## src/rtl/fetch_pkg.sv

```systemverilog
// fetch_pkg: shared types and constants for the ARMINx8 instruction-fetch
// sequencer.
//   D_DEF         default PC / ROM address width
//   HALT_CODE_DEF default machine code that terminates a program
//   CYC_W         width of the RUN-cycle counter
//   state_t       sequencer state (IDLE, RUN, HALT)
//   pc_sel_t      next-PC source chosen by the sequencer
package fetch_pkg;

    localparam int D_DEF = 12;
    localparam logic [8:0] HALT_CODE_DEF = 9'h1FF;
    localparam int CYC_W = 16;

    typedef enum logic [1:0] {
        IDLE = 2'd0,
        RUN  = 2'd1,
        HALT = 2'd2
    } state_t;

    typedef enum logic [2:0] {
        PC_HOLD   = 3'd0,
        PC_START  = 3'd1,
        PC_JUMP   = 3'd2,
        PC_BRANCH = 3'd3,
        PC_INC    = 3'd4
    } pc_sel_t;

endpackage

```

## src/rtl/fetch_ctrl_if.sv

```systemverilog
// fetch_ctrl_if: control, ROM and decode-side signals of fetch_ctrl.
//   Harness side : Start, StartAddr, Stall, Jump, Target, Branch, Offset
//   ROM side     : PrgCtr (address out), InstIn (combinational ROM data in)
//   Decode side  : InstOut, InstAddr, InstValid
//   Status       : Busy, Done, CycleCount
// Modports:
//   master - the environment (harness, ROM, decoder)
//   slave  - the fetch sequencer
interface fetch_ctrl_if
    import fetch_pkg::*;
#(
    parameter int D = D_DEF
) ();

    logic             Start;
    logic [D-1:0]     StartAddr;
    logic             Stall;
    logic             Jump;
    logic [D-1:0]     Target;
    logic             Branch;
    logic [7:0]       Offset;
    logic [8:0]       InstIn;

    logic [D-1:0]     PrgCtr;
    logic [8:0]       InstOut;
    logic [D-1:0]     InstAddr;
    logic             InstValid;
    logic             Busy;
    logic             Done;
    logic [CYC_W-1:0] CycleCount;

    modport master (
        output Start, StartAddr, Stall, Jump, Target, Branch, Offset, InstIn,
        input  PrgCtr, InstOut, InstAddr, InstValid, Busy, Done, CycleCount
    );

    modport slave (
        input  Start, StartAddr, Stall, Jump, Target, Branch, Offset, InstIn,
        output PrgCtr, InstOut, InstAddr, InstValid, Busy, Done, CycleCount
    );

endinterface

```

## src/rtl/pc_next_sel.sv

```systemverilog
// pc_next_sel: combinational next-PC multiplexer.
//   sel        next-PC source (hold / start / jump / branch / increment)
//   pc         current program counter
//   start_addr restart address
//   target     absolute jump destination
//   inst_addr  address of the instruction being branched from
//   offset     signed 8-bit branch displacement
//   next_pc    selected next PC; all arithmetic wraps modulo 2**D
module pc_next_sel
    import fetch_pkg::*;
#(
    parameter int D = D_DEF
) (
    input  pc_sel_t      sel,
    input  logic [D-1:0] pc,
    input  logic [D-1:0] start_addr,
    input  logic [D-1:0] target,
    input  logic [D-1:0] inst_addr,
    input  logic [7:0]   offset,
    output logic [D-1:0] next_pc
);

    logic [D-1:0] offset_sext;

    // Sign-extend then add at width D so the sum wraps naturally.
    assign offset_sext = {{(D-8){offset[7]}}, offset};

    always_comb begin
        next_pc = pc;
        case (sel)
            PC_START:  next_pc = start_addr;
            PC_JUMP:   next_pc = target;
            PC_BRANCH: next_pc = inst_addr + offset_sext;
            PC_INC:    next_pc = pc + D'(1);
            default:   next_pc = pc;
        endcase
    end

endmodule

```

## src/rtl/fetch_ctrl.sv

```systemverilog
// fetch_ctrl: instruction-fetch sequencer for the ARMINx8 core.
// Owns the PC addressing the external combinational instruction ROM,
// registers the returned word for decode, and handles start, stall,
// absolute jump, PC-relative branch and halt. Counts RUN cycles
// (saturating) for run-length measurement.
//   Clk   system clock, all state on the rising edge
//   Reset synchronous, active-high
//   bus   fetch_ctrl_if.slave: harness controls, ROM address/data,
//         registered instruction, Busy/Done status, CycleCount
module fetch_ctrl
    import fetch_pkg::*;
#(
    parameter int         D         = D_DEF,
    parameter logic [8:0] HALT_CODE = HALT_CODE_DEF
) (
    input logic        Clk,
    input logic        Reset,
    fetch_ctrl_if.slave bus
);

    state_t           state;
    logic [D-1:0]     pc;
    logic [D-1:0]     next_pc;
    logic [8:0]       inst_out;
    logic [D-1:0]     inst_addr;
    logic             inst_valid;
    logic [CYC_W-1:0] cycle_count;
    pc_sel_t          sel;
    logic             halt_hit;

    // Halt is detected on the registered word, so it outranks every
    // redirect or stall requested in the same cycle.
    assign halt_hit = inst_valid && (inst_out == HALT_CODE);

    // Priority: start (outside RUN); in RUN halt > jump > branch > stall > step.
    // Redirects need a live instruction; otherwise they are ignored.
    always_comb begin
        sel = PC_HOLD;
        if (state != RUN) begin
            if (bus.Start) sel = PC_START;
        end else if (halt_hit) begin
            sel = PC_HOLD;
        end else if (inst_valid && bus.Jump) begin
            sel = PC_JUMP;
        end else if (inst_valid && bus.Branch) begin
            sel = PC_BRANCH;
        end else if (!bus.Stall) begin
            sel = PC_INC;
        end
    end

    pc_next_sel #(
        .D (D)
    ) u_pc_next_sel (
        .sel        (sel),
        .pc         (pc),
        .start_addr (bus.StartAddr),
        .target     (bus.Target),
        .inst_addr  (inst_addr),
        .offset     (bus.Offset),
        .next_pc    (next_pc)
    );

    always_ff @(posedge Clk) begin
        if (Reset) begin
            state       <= IDLE;
            pc          <= '0;
            inst_out    <= '0;
            inst_addr   <= '0;
            inst_valid  <= 1'b0;
            cycle_count <= '0;
        end else begin
            pc <= next_pc;
            case (state)
                IDLE, HALT: begin
                    if (bus.Start) begin
                        state       <= RUN;
                        inst_valid  <= 1'b0;
                        cycle_count <= '0;
                    end
                end
                RUN: begin
                    if (cycle_count != '1) cycle_count <= cycle_count + CYC_W'(1);
                    if (halt_hit) begin
                        state      <= HALT;
                        inst_valid <= 1'b0;
                    end else if (sel == PC_JUMP || sel == PC_BRANCH) begin
                        // Squash the word fetched from the old path: one bubble.
                        inst_valid <= 1'b0;
                    end else if (sel == PC_INC) begin
                        inst_out   <= bus.InstIn;
                        inst_addr  <= pc;
                        inst_valid <= 1'b1;
                    end
                end
                default: state <= IDLE;
            endcase
        end
    end

    assign bus.PrgCtr     = pc;
    assign bus.InstOut    = inst_out;
    assign bus.InstAddr   = inst_addr;
    assign bus.InstValid  = inst_valid;
    assign bus.Busy       = (state == RUN);
    assign bus.Done       = (state == HALT);
    assign bus.CycleCount = cycle_count;

endmodule

```

## src/flat_wrapper.sv

```systemverilog
// flat-port wrapper written by rule: the top's interface ports become plain ports
module fetch_ctrl_flat import fetch_pkg::*;
#(
    parameter int         D         = D_DEF,
    parameter logic [8:0] HALT_CODE = HALT_CODE_DEF
)
  (Clk, Reset, bus_Start, bus_StartAddr, bus_Stall, bus_Jump, bus_Target, bus_Branch, bus_Offset, bus_InstIn, bus_PrgCtr, bus_InstOut, bus_InstAddr, bus_InstValid, bus_Busy, bus_Done, bus_CycleCount);
  fetch_ctrl_if #(.D(D)) bus_i ();
  input logic Clk;
  input logic Reset;
  input wire logic [$bits(bus_i.Start)-1:0] bus_Start;
  input wire logic [$bits(bus_i.StartAddr)-1:0] bus_StartAddr;
  input wire logic [$bits(bus_i.Stall)-1:0] bus_Stall;
  input wire logic [$bits(bus_i.Jump)-1:0] bus_Jump;
  input wire logic [$bits(bus_i.Target)-1:0] bus_Target;
  input wire logic [$bits(bus_i.Branch)-1:0] bus_Branch;
  input wire logic [$bits(bus_i.Offset)-1:0] bus_Offset;
  input wire logic [$bits(bus_i.InstIn)-1:0] bus_InstIn;
  output wire logic [$bits(bus_i.PrgCtr)-1:0] bus_PrgCtr;
  output wire logic [$bits(bus_i.InstOut)-1:0] bus_InstOut;
  output wire logic [$bits(bus_i.InstAddr)-1:0] bus_InstAddr;
  output wire logic [$bits(bus_i.InstValid)-1:0] bus_InstValid;
  output wire logic [$bits(bus_i.Busy)-1:0] bus_Busy;
  output wire logic [$bits(bus_i.Done)-1:0] bus_Done;
  output wire logic [$bits(bus_i.CycleCount)-1:0] bus_CycleCount;
  assign bus_i.Start = bus_Start;
  assign bus_i.StartAddr = bus_StartAddr;
  assign bus_i.Stall = bus_Stall;
  assign bus_i.Jump = bus_Jump;
  assign bus_i.Target = bus_Target;
  assign bus_i.Branch = bus_Branch;
  assign bus_i.Offset = bus_Offset;
  assign bus_i.InstIn = bus_InstIn;
  assign bus_PrgCtr = bus_i.PrgCtr;
  assign bus_InstOut = bus_i.InstOut;
  assign bus_InstAddr = bus_i.InstAddr;
  assign bus_InstValid = bus_i.InstValid;
  assign bus_Busy = bus_i.Busy;
  assign bus_Done = bus_i.Done;
  assign bus_CycleCount = bus_i.CycleCount;
  fetch_ctrl #(.D(D), .HALT_CODE(HALT_CODE)) u_core (.Clk(Clk), .Reset(Reset), .bus(bus_i));
endmodule
```

## config.mk

```make
export PLATFORM = sky130hd
export DESIGN_NAME = fetch_ctrl_flat
export DESIGN_NICKNAME = d
export VERILOG_FILES = /design/src/rtl/fetch_pkg.sv /design/src/rtl/fetch_ctrl_if.sv /design/src/rtl/pc_next_sel.sv /design/src/rtl/fetch_ctrl.sv /design/src/flat_wrapper.sv
export SDC_FILE = /design/constraint.sdc
export NUM_CORES = 1
export LEC_CHECK = 0
export ABC_AREA = 0
export BUFFER_PORTS_ARGS = -buffer_cell sky130_fd_sc_hd__buf_2
export CAP_MARGIN = 20
export CORE_MARGIN = 5
export CORE_UTILIZATION = 55
export CTS_BUF_LIST = sky130_fd_sc_hd__clkbuf_16
export CTS_CLUSTER_SIZE = 25
export DETAILED_ROUTE_END_ITERATION = 10
export GPL_TIMING_DRIVEN = 1
export PLACE_DENSITY_LB_ADDON = 0.08
export REMOVE_ABC_BUFFERS = 1
export SLEW_MARGIN = 10
export SYNTH_ARGS = -nofsm -noshare
export SYNTH_HDL_FRONTEND = slang
export SYNTH_SLANG_ARGS = --single-unit
```

## constraint.sdc

```tcl
create_clock -name Clk -period 3.4 [get_ports Clk]
set_input_delay 0 -clock Clk [delete_from_list [all_inputs] [get_ports Clk]]
set_output_delay 0 -clock Clk [all_outputs]
set_load 0.01 [all_outputs]
```

==> impl_metrics.csv <==
group,metric,value,unit
die,initial_utilization,55.9,%
route,initial_drt_markers,192,
die,top_level_ports,99,
layout,mostFrequentLayoutCells,"sky130_fd_sc_hd__buf_2 (98), sky130_fd_sc_hd__nand2_1 (70), sky130_fd_sc_hd__dfxtp_1 (52)",
route,detail_route.wl_per_cell,15.0,um
clock_network,clk_pin_slew,70,ps
grt,grt.overflow.total,0,
synthesis,most_common_flop_cell_mapped_by_yosys,"sky130_fd_sc_hd__dfxtp_1",
synthesis,netlist_instances,384,
timing,report.final.setup_viol,0,
timing,slew_headroom,54.4,%
setup_path,setup.worst_path.start_class,"flip-flop",
setup_path,timing.critical_path.slowest_stage_cell,"sky130_fd_sc_hd__o41ai_1",
route,remaining_drc_errors,0,
clock_network,h-tree-depth,2,
setup_path,ff2ff_setup_slack,850,ps
route,totalWireLength,8.42,mm
synthesis,postSynthRegisterBits,52,
synthesis,syn_area_per_cell,7.91,sq um
clock_network,postCtsSetupRepairBufs,0,
die,rows,27,
grt,grt.total_usage,23.6,%
layout,antennaDiodeCount,0,
timing,timing.setup.tns,0,ps
clock_network,cts_buffers,5,
route,drt_pass_1_iters,5,
setup_path,worstPathArrival,2730,ps
clock_network,post_cts.resized_instances,0,
timing,rsz0062_at_grt,"no",
hold_path,min_path_cells,3,
setup_path,timing.rr.end,"u_core.bus.PrgCtr[10]",
timing,worstMarginPinSlew,680,ps
timing,final_skew,6.65,ps
setup_path,critical_path.reg2reg.startpoint,"u_core.bus.InstAddr[0]",
timing,highest_clock_rate,0.392,GHz
layout,final_common_cell,"sky130_fd_sc_hd__buf_2",
timing,timing_hold_violations_final,0,
timing,final.hold.worst_slack,24.5,ps
route,vias_per_cell,5.64,
place,gp_routability_congestion,0.855,
place,post-dp-hpwl,6.07,mm
setup_path,reg2regPathDepth,8,
timing,post-route-min-period,2550,ps
clock_network,tritoncts,"built",
clock_network,postCtsHoldBufs,10,
synthesis,async_set_or_reset_register_ratio_after_synthesis,0,%
power_and_ir_drop,worst_ir_drop_vdd,0.275,mV
clock_network,clock-root-buffer,"sky130_fd_sc_hd__clkbuf_16",
hold_path,min-delay-start,"bus_Target[5]",
hold_path,min_path_type,"in2reg",
clock_network,cts.sinks,52,
setup_path,crit_path_max_fanout,3,
grt,grt_pass1_vias,2938,
grt,grt_first_pass_wirelength,14.0,mm
clock_network,clock_network_latency_to_the_later_pin_of_the_worst_skew_pair,290,ps
synthesis,synth_edf_count,0,
setup_path,critical_path.top_delay_family,"compound AO/OA/AOI/OAI gates",
power_and_ir_drop,total_leakage_power,0.00163,uW
synthesis,ys_seq_area_share,34.3,%
synthesis,synth.lib_cells_used.distinct,53,
power_and_ir_drop,cellPowerDensity,371,mW/mm^2
grt,grt_start_max_net_pins,30,
clock_network,max-clock-path-buffers,2,
run,cap_viol_max_count,0,
route,antenna_left,0,
hold_path,min_delay_worst_endpoint,"u_core.bus.PrgCtr[5]",
die,placeableCoreArea,0.00544,sq mm
setup_path,timing.setup.critical_path_class,"reg2reg",
setup_path,critPathMaxStageDelay,470,ps
run_status,run_status,"complete, no violations",
layout,drive_above_1_share,24.6,%
place,io_buffers,98,
timing,fin_crit_sh,75.1,%
layout,num-nets-final,548,
timing,final-max-slew-violation-count,0,
die,fp.dieW,84.3,um
setup_path,required,3580,ps
synthesis,post_synth_instance_area,0.00304,sq mm
synthesis,synthesis.yosys.warnings,0,
setup_path,cp_cell_sequence,"ha_1, fa_1, a21oi_1, o211ai_1, o41ai_1, o21ai_0, nor4b_1, a211o_1",
setup_path,path_buf_inv,0,
synthesis,area_share_of_the_largest_cell_type_after_synthesis,34.3,%
power_and_ir_drop,report.power.total,1410,uW
synthesis,ys_top_cells_by_area,"sky130_fd_sc_hd__dfxtp_1 (34%), sky130_fd_sc_hd__nand2_1 (8.6%), sky130_fd_sc_hd__a21oi_1 (6.3%)",
layout,layout.filler_cells,485,
layout,synthToLayoutAreaGrowth,25.2,%
synthesis,synth_top_area_cell,"sky130_fd_sc_hd__dfxtp_1",
setup_path,critical_path.endpoint_type,"flip-flop",
die,chipHeight,84.3,um
route,route.vias.total,3156,
die,die_area,0.00711,sq mm
grt,antenna_found_initial,0,
## worst register-to-register path: cells and delay by family, from the launching register on
kind	cells	cell delay (ps)
adders and majority gates	2	670
DFF	1	330
and+or+nand+nor	1	180
AOI/OAI and AO/OA	5	1270
## sequential cells by signal (all words and copies together), names as in the netlist
register / cells
u_core.bus.CycleCount: 16
u_core.bus.InstAddr: 12
u_core.bus.InstOut: 9
u_core.bus.InstValid: 1
u_core.bus.PrgCtr: 12
u_core.state: 2
## report_power, final
group	internal (uW)	leakage (uW)	switching (uW)	total, uW
Combinational	106	0.00113	135	241
Clock	272	0.0000712	229	501
Sequential	633	0.000423	37.1	671
## cell families (layout without fill, tap and decap cells)
group | after synthesis | after routing | share of synthesized area [%]
AND/OR/NAND/NOR | 169 | 169 | 26.1
multiplexers | 2 | 2 | 0.659
AO/OA/AOI/OAI | 93 | 93 | 20.5
adder cells (fa/ha/maj) | 14 | 14 | 6.01
XOR/XNOR | 29 | 29 | 8.36
buffers and inverters | 25 | 129 | 4.16
flip-flops | 52 | 52 | 34.3
## cell usage after synthesis (2+ instances only)
cell                       instances
sky130_fd_sc_hd__nor2_1           34
sky130_fd_sc_hd__a311o_1           2
sky130_fd_sc_hd__a221oi_1          5
sky130_fd_sc_hd__xnor2_1          17
sky130_fd_sc_hd__and2_1            3
sky130_fd_sc_hd__ha_1             13
sky130_fd_sc_hd__buf_2             6
sky130_fd_sc_hd__nand2b_1          4
sky130_fd_sc_hd__o211ai_1          2
sky130_fd_sc_hd__a22oi_1           7
sky130_fd_sc_hd__inv_1             8
sky130_fd_sc_hd__o21a_1            2
sky130_fd_sc_hd__nor4_1            3
sky130_fd_sc_hd__nor4b_1           3
sky130_fd_sc_hd__a211oi_1          4
sky130_fd_sc_hd__o31ai_1           2
sky130_fd_sc_hd__o21ai_0          13
sky130_fd_sc_hd__xor2_1           12
sky130_fd_sc_hd__o31ai_4           2
sky130_fd_sc_hd__or3_1             2
sky130_fd_sc_hd__mux2i_1           2
sky130_fd_sc_hd__clkbuf_1          8
sky130_fd_sc_hd__a31oi_1           3
sky130_fd_sc_hd__a21oi_1          38
sky130_fd_sc_hd__nand2_1          70
sky130_fd_sc_hd__and3_1            3
sky130_fd_sc_hd__a21o_2            2
sky130_fd_sc_hd__a311oi_1          3
sky130_fd_sc_hd__o41ai_1           3
sky130_fd_sc_hd__nand3_1          15
sky130_fd_sc_hd__dfxtp_1          52
sky130_fd_sc_hd__nor3_1           12
sky130_fd_sc_hd__nand4_1           9
## layer usage
layer  global-route usage [%]  wire (um)  part of all wire [%]  vias to the layer above
met5                        0          0                     0                        -
met4                     5.12         63                  0.75                        0
met3                     5.40        655                   7.8                        6
met2                     38.7       3830                    46                      114
met1                     31.8       3870                    46                     1449
li1                         -          -                     -                     1587
## layout make-up
cell class	count	area (sq um)	area share (%)
multi-input cells	307	1870	49.2
clock inverters	3	20.0	0.526
flip-flops and latches	52	1040	27.4
clock buffers	5	125	3.29
repair buffers	112	621	16.3
inverters	9	35.0	0.921
well taps	72	90.1	2.37
## through the flow
| stage | setup WS (ps) | cell area (sq um) | utilization, % | std cells |
|---|---|---|---|---|
| 2_1_floorplan | 1140 | 2950 | - | 368 |
| 6_report | 847 | 3800 | 69.9 | 560 |
| 3_3_place_gp | 982 | 3560 | 65.4 | 542 |
| 5_1_grt | 670 | 3800 | 69.9 | 560 |
| 4_1_cts | 835 | 3800 | 69.9 | 560 |
| 3_5_place_dp | 892 | 3560 | 65.4 | 542 |
## worst max path at each step
| stage | startpoint | to | slack, ps | depth (start not counted) |
|---|---|---|---|---|
| 3_5_place_dp | u_core.bus.InstAddr[0] | u_core.bus.PrgCtr[10] | 890 | 8 |
| 5_1_grt | u_core.bus.InstAddr[0] | u_core.bus.PrgCtr[10] | 670 | 8 |
| 6_report | u_core.bus.InstAddr[0] | u_core.bus.PrgCtr[10] | 850 | 8 |
| 4_1_cts | u_core.bus.InstAddr[0] | u_core.bus.PrgCtr[10] | 830 | 8 |
| 3_3_place_gp | u_core.bus.InstAddr[0] | u_core.bus.PrgCtr[10] | 980 | 8 |
| 2_1_floorplan | u_core.bus.InstAddr[0] | u_core.bus.PrgCtr[10] | 1140 | 8 |
(Power assumes the default switching activity.)
